## src/rtl/dff_chain_pkg.sv

```systemverilog
// -----------------------------------------------------------------------------
// dff_chain_pkg
// Shared helpers for the dff_chain elastic register pipeline.
//   occ_w    : width of the occupancy counter for a given stage count.
//   inv_mask : expands a per-channel inversion mask into a full-width XOR
//              vector (channel c occupies bits [c*width +: width]).
// inv_mask returns a fixed-width vector. Callers keep only the low
// CHANNELS*WIDTH bits.
// -----------------------------------------------------------------------------
package dff_chain_pkg;

  // Upper bounds for the fixed-width helper vectors.
  localparam int INV_MAX_CH = 256;
  localparam int MASK_MAX_W = 4096;

  // Number of bits needed to count 0..depth valid stages.
  function automatic int occ_w(input int depth);
    return (depth < 1) ? 1 : $clog2(depth + 1);
  endfunction

  // Channel c becomes all-ones when invert[c] is set, and all-zeros otherwise.
  function automatic logic [MASK_MAX_W-1:0] inv_mask(
    input logic [INV_MAX_CH-1:0] invert,
    input int                    width,
    input int                    channels
  );
    logic [MASK_MAX_W-1:0] m;
    m = '0;
    for (int c = 0; c < channels; c++) begin
      for (int b = 0; b < width; b++) begin
        m[c*width + b] = invert[c];
      end
    end
    return m;
  endfunction

endpackage

```

## src/rtl/dff_chain_stage.sv

```systemverilog
// -----------------------------------------------------------------------------
// dff_chain_stage
// One elastic pipeline slot: a valid flag plus a data register.
// Ports:
//   clk   : rising-edge clock
//   rst   : asynchronous active-high reset. Clears both valid and data.
//   load  : capture d_in and mark the slot valid. Takes priority over clear.
//   clear : drop the valid flag. The data register is left untouched.
//   d_in  : data offered by the upstream slot or by the pipeline input.
//   valid : slot holds a live item.
//   data  : stored item.
// -----------------------------------------------------------------------------
module dff_chain_stage #(
  parameter int W = 16
) (
  input  logic         clk,
  input  logic         rst,
  input  logic         load,
  input  logic         clear,
  input  logic [W-1:0] d_in,
  output logic         valid,
  output logic [W-1:0] data
);

  always_ff @(posedge clk or posedge rst) begin
    if (rst) begin
      valid <= 1'b0;
      data  <= '0;
    end else if (load) begin
      // When a slot refills in the same cycle its item leaves, it stays
      // valid and takes the new data.
      valid <= 1'b1;
      data  <= d_in;
    end else if (clear) begin
      valid <= 1'b0;
    end
  end

endmodule

```

## src/rtl/dff_chain.sv

```systemverilog
// -----------------------------------------------------------------------------
// dff_chain
// Parametrised multi-channel elastic register pipeline. It has valid/ready
// flow control with bubble collapse, a synchronous flush, a per-channel
// static output inversion and an occupancy count.
// Ports:
//   clk       : rising-edge clock
//   rst       : asynchronous active-high reset. Empties the pipeline and
//               zeroes the data.
//   flush     : synchronous clear of all valid bits. No input is accepted
//               while it is high.
//   in_valid  : in_data is valid
//   in_ready  : the pipeline accepts in_data this cycle
//   in_data   : CHANNELS*WIDTH bits. Channel c is at [c*WIDTH +: WIDTH].
//   out_valid : the last stage holds valid data
//   out_ready : the sink accepts out_data
//   out_data  : last-stage data XORed with the INVERT channel mask
//   occupancy : number of valid stages (0..DEPTH)
// -----------------------------------------------------------------------------
module dff_chain
  import dff_chain_pkg::*;
#(
  parameter int                  WIDTH    = 8,
  parameter int                  CHANNELS = 2,
  parameter int                  DEPTH    = 3,
  parameter logic [CHANNELS-1:0] INVERT   = '0
) (
  input  logic                         clk,
  input  logic                         rst,
  input  logic                         flush,
  input  logic                         in_valid,
  output logic                         in_ready,
  input  logic [CHANNELS*WIDTH-1:0]    in_data,
  output logic                         out_valid,
  input  logic                         out_ready,
  output logic [CHANNELS*WIDTH-1:0]    out_data,
  output logic [occ_w(DEPTH)-1:0]      occupancy
);

  localparam int N     = CHANNELS * WIDTH;
  localparam int OCC_W = occ_w(DEPTH);

  // Widen the channel mask to the helper width, then keep only the live bits.
  localparam logic [INV_MAX_CH-1:0] INV_EXT  = INV_MAX_CH'(INVERT);
  localparam logic [MASK_MAX_W-1:0] INV_FULL = inv_mask(INV_EXT, WIDTH, CHANNELS);
  localparam logic [N-1:0]          INV_VEC  = INV_FULL[N-1:0];

  logic [DEPTH-1:0] valid;
  logic [DEPTH-1:0] mv;
  logic [DEPTH-1:0] load;
  logic [DEPTH-1:0] clear;
  logic [N-1:0]     data [DEPTH];
  logic             accept;

  // Move chain, evaluated from the output side back to the input. A stage
  // moves when its successor is empty or is itself moving. This lets items
  // close up into bubbles even when the sink stalls.
  always_comb begin
    mv = '0;
    mv[DEPTH-1] = valid[DEPTH-1] && out_ready;
    for (int i = DEPTH - 2; i >= 0; i--) begin
      mv[i] = valid[i] && (!valid[i+1] || mv[i+1]);
    end
  end

  // in_ready depends only on out_ready, flush and stage state. It never
  // depends on in_valid.
  assign in_ready = !flush && (!valid[0] || mv[0]);
  assign accept   = in_valid && in_ready;

  // Stage i>0 loads when stage i-1 moves. mv[i-1] already implies that
  // stage i is empty or moving. Flush suppresses every load and clears
  // every valid bit. A sink handshake in the same cycle still completes
  // at the sink.
  always_comb begin
    load  = '0;
    clear = '0;
    for (int i = 0; i < DEPTH; i++) begin
      if (i == 0) begin
        load[i] = accept;
      end else begin
        load[i] = mv[i-1] && !flush;
      end
      clear[i] = flush || mv[i];
    end
  end

  // ---- stage boundary: DEPTH registered slots, stage 0 on the input side ----
  for (genvar g = 0; g < DEPTH; g++) begin : g_stage
    logic [N-1:0] d_in;
    if (g == 0) begin : g_head
      assign d_in = in_data;
    end else begin : g_body
      assign d_in = data[g-1];
    end

    dff_chain_stage #(
      .W (N)
    ) u_stage (
      .clk   (clk),
      .rst   (rst),
      .load  (load[g]),
      .clear (clear[g]),
      .d_in  (d_in),
      .valid (valid[g]),
      .data  (data[g])
    );
  end

  // Output is taken combinationally from the last register. The inversion
  // is applied only here, so the stored data is never inverted.
  assign out_valid = valid[DEPTH-1];
  assign out_data  = data[DEPTH-1] ^ INV_VEC;

  // Occupancy is a popcount of the registered valid bits. It follows every
  // clock edge and reacts to an asynchronous reset at once.
  always_comb begin
    occupancy = '0;
    for (int i = 0; i < DEPTH; i++) begin
      occupancy = occupancy + OCC_W'(valid[i]);
    end
  end

endmodule

```

## config.mk

```make
export PLATFORM = sky130hd
export DESIGN_NAME = dff_chain
export DESIGN_NICKNAME = d
export VERILOG_FILES = /design/src/rtl/dff_chain_pkg.sv /design/src/rtl/dff_chain_stage.sv /design/src/rtl/dff_chain.sv
export SDC_FILE = /design/constraint.sdc
export NUM_CORES = 1
export LEC_CHECK = 0
export ABC_AREA = 1
export CORE_ASPECT_RATIO = 1.25
export CORE_MARGIN = 2
export CORE_UTILIZATION = 55
export DETAILED_ROUTE_END_ITERATION = 7
export PLACE_DENSITY = 0.84
export SYNTH_ARGS = -nofsm -noshare
export SYNTH_HDL_FRONTEND = slang
export SYNTH_SLANG_ARGS = --single-unit
```

## constraint.sdc

```tcl
create_clock -name clk -period 3.55 [get_ports clk]
set_input_delay 0.71 -clock clk [delete_from_list [all_inputs] [get_ports clk]]
set_output_delay 0.71 -clock clk [all_outputs]
set_load 0.01 [all_outputs]
```

Word level (Yosys, flattened, before mapping). Cells that the tools add are included.

Word-level logic and storage cells: 34. Memories kept: 0. Latch bits: 0. Flip-flop bits (word level): 51. ROM bits: 0. Memory bits (writable): 0. Output and inout port bits: 20.

Divide/modulo/power cells: 0. Shift operators: 0. Muxes and demuxes: 6. Multiply operators: 0. Reduce and logical (&&, ||, !) cells: 20. Add/subtract/negate cells: 2. Bitwise gates (word level): 0. Equality and inequality tests: 0. Magnitude comparators: 0.

Operators by type and width (count): $logic_and A1 B1 Y1 (7); $logic_or A1 B1 Y1 (6); $mux W1 (6); $reduce_bool A2 Y1 (3); $logic_not A1 Y1 (4); $add A1 B1 Y2 (1); $add A2 B1 Y2 (1).

Depth between registers and ports, before layout.
Depth after elaboration: 9. Gate-level depth with buffers: 6. Mapped depth without buffers: 5.

Cells and area by module. Synthesis repeated with hierarchy kept, for this count alone.

Cells, all modules: 236. Area total of the unflattened synthesis: 2127.0 um^2.

By module, submodules not included: dff_chain_stage (times used 3, cells an instance 73, area an instance 679.4 um^2); dff_chain (times used 1, cells an instance 17, area an instance 88.8 um^2).

Worst setup path after synthesis. Ideal clock, no wire load.

Path kind: input to output. Start: input out_ready. End: output in_ready. Path slack: 1.562 ns. Path buffers: 1. Arrival: 1.278 ns. Stages on the path: 5. Path through: inv_1 > nand4_4 > buf_4 > nand2_1 > inv_1.

Longest elaborated chain between the ends: 7.

RTL lines: from (decl) (line dff_chain.sv:35) `input logic out_ready,`; $logic_and A1 B1 Y1 (line dff_chain.sv:60) `mv[DEPTH-1] = valid[DEPTH-1] && out_ready;`; $logic_or A1 B1 Y1 (line dff_chain.sv:62) `mv[i] = valid[i] && (!valid[i+1] || mv[i+1]);`; $logic_and A1 B1 Y1 (line dff_chain.sv:62); $logic_or A1 B1 Y1 (line dff_chain.sv:62); $logic_and A1 B1 Y1 (line dff_chain.sv:62); $logic_or A1 B1 Y1 (line dff_chain.sv:68) `assign in_ready = !flush && (!valid[0] || mv[0]);`; $logic_and A1 B1 Y1 (line dff_chain.sv:68); to (decl) (line dff_chain.sv:32) `output logic in_ready,`.

Every way passes these cells.

Worst setup path after layout. Ends and elaborated chain as after synthesis.

==> results.sh <==
export IMPL_design_area_um2=2605
export IMPL_p_sw_mw=0.3595
export IMPL_synth_nets=246
export IMPL_finalHoldViolations=0
export IMPL_grt_overflow_total=0
export IMPL_drt_pass1_iter_count=4
export IMPL_gp_congestion=0.7593
export IMPL_vias_per_cell=4.934
export IMPL_crit_type="primary input to primary output"
export IMPL_path_max_fanout=3
export IMPL_drt_iter0_markers=48
export IMPL_ys_ff_latch=51
export IMPL_switching_share_pct=26.31
export IMPL_synth_main_ff_cell="dfrtp_1"
export IMPL_yosysUniqueCellTypes=18
export IMPL_min_from="g_stage[0].u_stage.data[3]$_DFFE_PP0P_"
export IMPL_cts_tree="done"
export IMPL_pwr_share_comb_pct=20.0
export IMPL_final_nets=283
export IMPL_clock_skew_ns=0.009347
export IMPL_rsz0062_at_grt="no"
export IMPL_synth_cells=224
export IMPL_antennaDiodeCount=0
export IMPL_wl_met2_um=1513
export IMPL_drt_met1_wl_um=1646
export IMPL_path_cells="clkdlybuf4s50_1, inv_1, nand4_4, nand2_1, inv_1, clkdlybuf4s50_1"
export IMPL_htreeDepth=2
export IMPL_routed_wl_um=3395
export IMPL_netlist_area_um2=2111
export IMPL_worstPathRequired_ns=2.84
export IMPL_seq_power_share_pct=53.8
export IMPL_arrival_ns=1.99
export IMPL_end_kind="primary output"
export IMPL_grt_pass1_wl_um=5802
export IMPL_powerDensity_nw_per_um2=524.6
export IMPL_grt_max_degree=52
export IMPL_wire_per_inst_um=11.24
export IMPL_holdPathEnd="g_stage[0].u_stage.data[3]$_DFFE_PP0P_"
export IMPL_min_path_cells=2
export IMPL_fp_dieW_um=59.41
export IMPL_final_common_cell="nand2_1"
export IMPL_crit_path_start_kind="primary input"
export IMPL_period_share_pct=76.01
export IMPL_antenna_found_initial=0
export IMPL_vias=1490
export IMPL_r2r_cells=4
export IMPL_layout_drive_gt1_share_pct=5.725
export IMPL_ys_async_sr_fraction_pct=100.0
export IMPL_cts_setup_buffers=0
export IMPL_placementRows=25
export IMPL_drc=0
export IMPL_grt_usage_pct=18.00
export IMPL_tritoncts_num_sinks=51
export IMPL_hold_class="flop to flop"
export IMPL_start_util_pct=56.71
export IMPL_setup_violations=0
export IMPL_final_util_pct=69.98
export IMPL_area_growth_pct=23.41
export IMPL_drv_slew=0
export IMPL_dieArea_um2=4352
export IMPL_cp_slowest_cell="clkdlybuf4s50_1"
export IMPL_cts_root_buf="clkbuf_8"
export IMPL_clkTransAtPathRegs_ns=0.09
export IMPL_r2r_end="g_stage[1].u_stage.data[2]$_DFFE_PP0P_"
export IMPL_worst_slew_pin_slew_ns=1.008
export IMPL_io_buffers=40
export IMPL_worstSkewPairLatency_ns=0.30
export IMPL_most_common_layout_cells="nand2_1, dfrtp_1, clkdlybuf4s50_1"
export IMPL_cap_violations=0
export IMPL_postRouteAntennaNets=0
export IMPL_rrSetupSlack_ns=2.06
export IMPL_peakVddDrop_uv=317.8
export IMPL_core_um2=3722
export IMPL_p_int_mw=1.007
export IMPL_p_clk_share_pct=26.1
export IMPL_seq_area_frac_synth_pct=60.46
export IMPL_maxSlewHeadroom_pct=32.71
export IMPL_topRoutingLayerUsed="met4"
export IMPL_fin_tns_setup_ns=0
export IMPL_outcome="finished clean"
export IMPL_grt_pass1_vias=1324
export IMPL_cts_buffers=5
export IMPL_dpl_cell_area_um2=2501
export IMPL_syn_avg_cell_area_um2=9.423
export IMPL_routed_wl_met3_um=111
export IMPL_ios=41
export IMPL_cts_hold_buf=0
export IMPL_slowest_delay_ns=0.52
export IMPL_timing_rr_start="g_stage[1].u_stage.valid$_DFFE_PP0P_"
export IMPL_ys_warn_count=0
export IMPL_finalPower_mw=1.367
export IMPL_synth_edf_count=0
export IMPL_cts_buffer_depth=2
export IMPL_cts_resized=0
export IMPL_fmax_mhz=370.6
export IMPL_dp_hpwl_um=2313
export IMPL_min_period_ns=2.698
export IMPL_die_h_um=73.26
export IMPL_power_leakage_nw=1.275
-- synthesized netlist by cell type (2+ instances only) --
library cell	count	area, µm²
nand2_1	66	247.7
nand4_1	16	100.1
nand3_4	2	35.03
o21ai_0	31	155.2
clkbuf_2	2	10.01
a21oi_1	2	10.01
buf_4	4	30.03
inv_1	38	142.6
dfrtp_1	51	1276
buf_2	4	20.02
-- area by class of cell --
class	instances	area [µm²]
well taps	40	50.05
flip-flops and latches	51	1276
clock buffers	7	96.34
clock inverters	1	7.507
multi-input cells	123	616.8
inverters	38	142.6
fillers	297	1117
repair buffers	42	415.4
-- stage by stage --
stage / cells / hold WS [ns] / worst slack [ns]
finish: 302 / 0.4766 / 0.8516
global route: 302 / 0.5019 / 0.7808
CTS: 302 / 0.4825 / 0.8386
detailed placement: 294 / 0.4622 / 0.8401
global placement: 294 / 0.4569 / 0.8402
floorplan: 224 / 0.4419 / 1.562
-- how the worst max path moves through the flow --
stage | start | endpoint | slack, ns | cells after the start
after CTS | out_ready | in_ready | 0.84 | 6
after floorplan | out_ready | in_ready | 1.56 | 5
after global placement | out_ready | in_ready | 0.84 | 6
after detailed placement | out_ready | in_ready | 0.84 | 6
final | out_ready | in_ready | 0.85 | 6
after global routing | out_ready | in_ready | 0.78 | 6
-- cell families (layout without fill, tap and decap cells) --
| kind of cell | count (synthesis) | in the layout | synth area share (%) |
|---|---|---|---|
| AND/OR/NAND/NOR | 87 | 87 | 19.86 |
| flip-flops | 51 | 51 | 60.46 |
| buffers and inverters | 50 | 88 | 10.31 |
| AO/OA/AOI/OAI | 35 | 35 | 8.417 |
| adder cells (fa/ha/maj) | 1 | 1 | 0.9485 |
-- flip-flops by register name (all words and copies together) (netlist names) --
| signal | flops |
|---|---|
| g_stage.u_stage.data | 48 |
| g_stage.u_stage.valid | 3 |
-- power by group through the flow --
stage | clock network (mW) | logic [mW] | registers, mW
floorplan | 0 | 0.120 | 0.761
global placement | 0 | 0.269 | 0.742
detailed placement | 0 | 0.277 | 0.747
CTS | 0.366 | 0.278 | 0.736
global route | 0.390 | 0.311 | 0.749
finish | 0.357 | 0.274 | 0.736
-- worst max-delay path: cells and delay by family --
kind          cells  cell delay (ns)
buf+inv           4             1.12
simple gates      2             0.16
-- per-layer routing --
layer  global-route usage, %  vias to the layer above
li1                        -                      775
met1                   23.86                      669
met2                   26.74                       36
met3                   4.225                       10
met4                   10.86                        0
met5                       0                        -
Power figures use the tool's default switching activity.
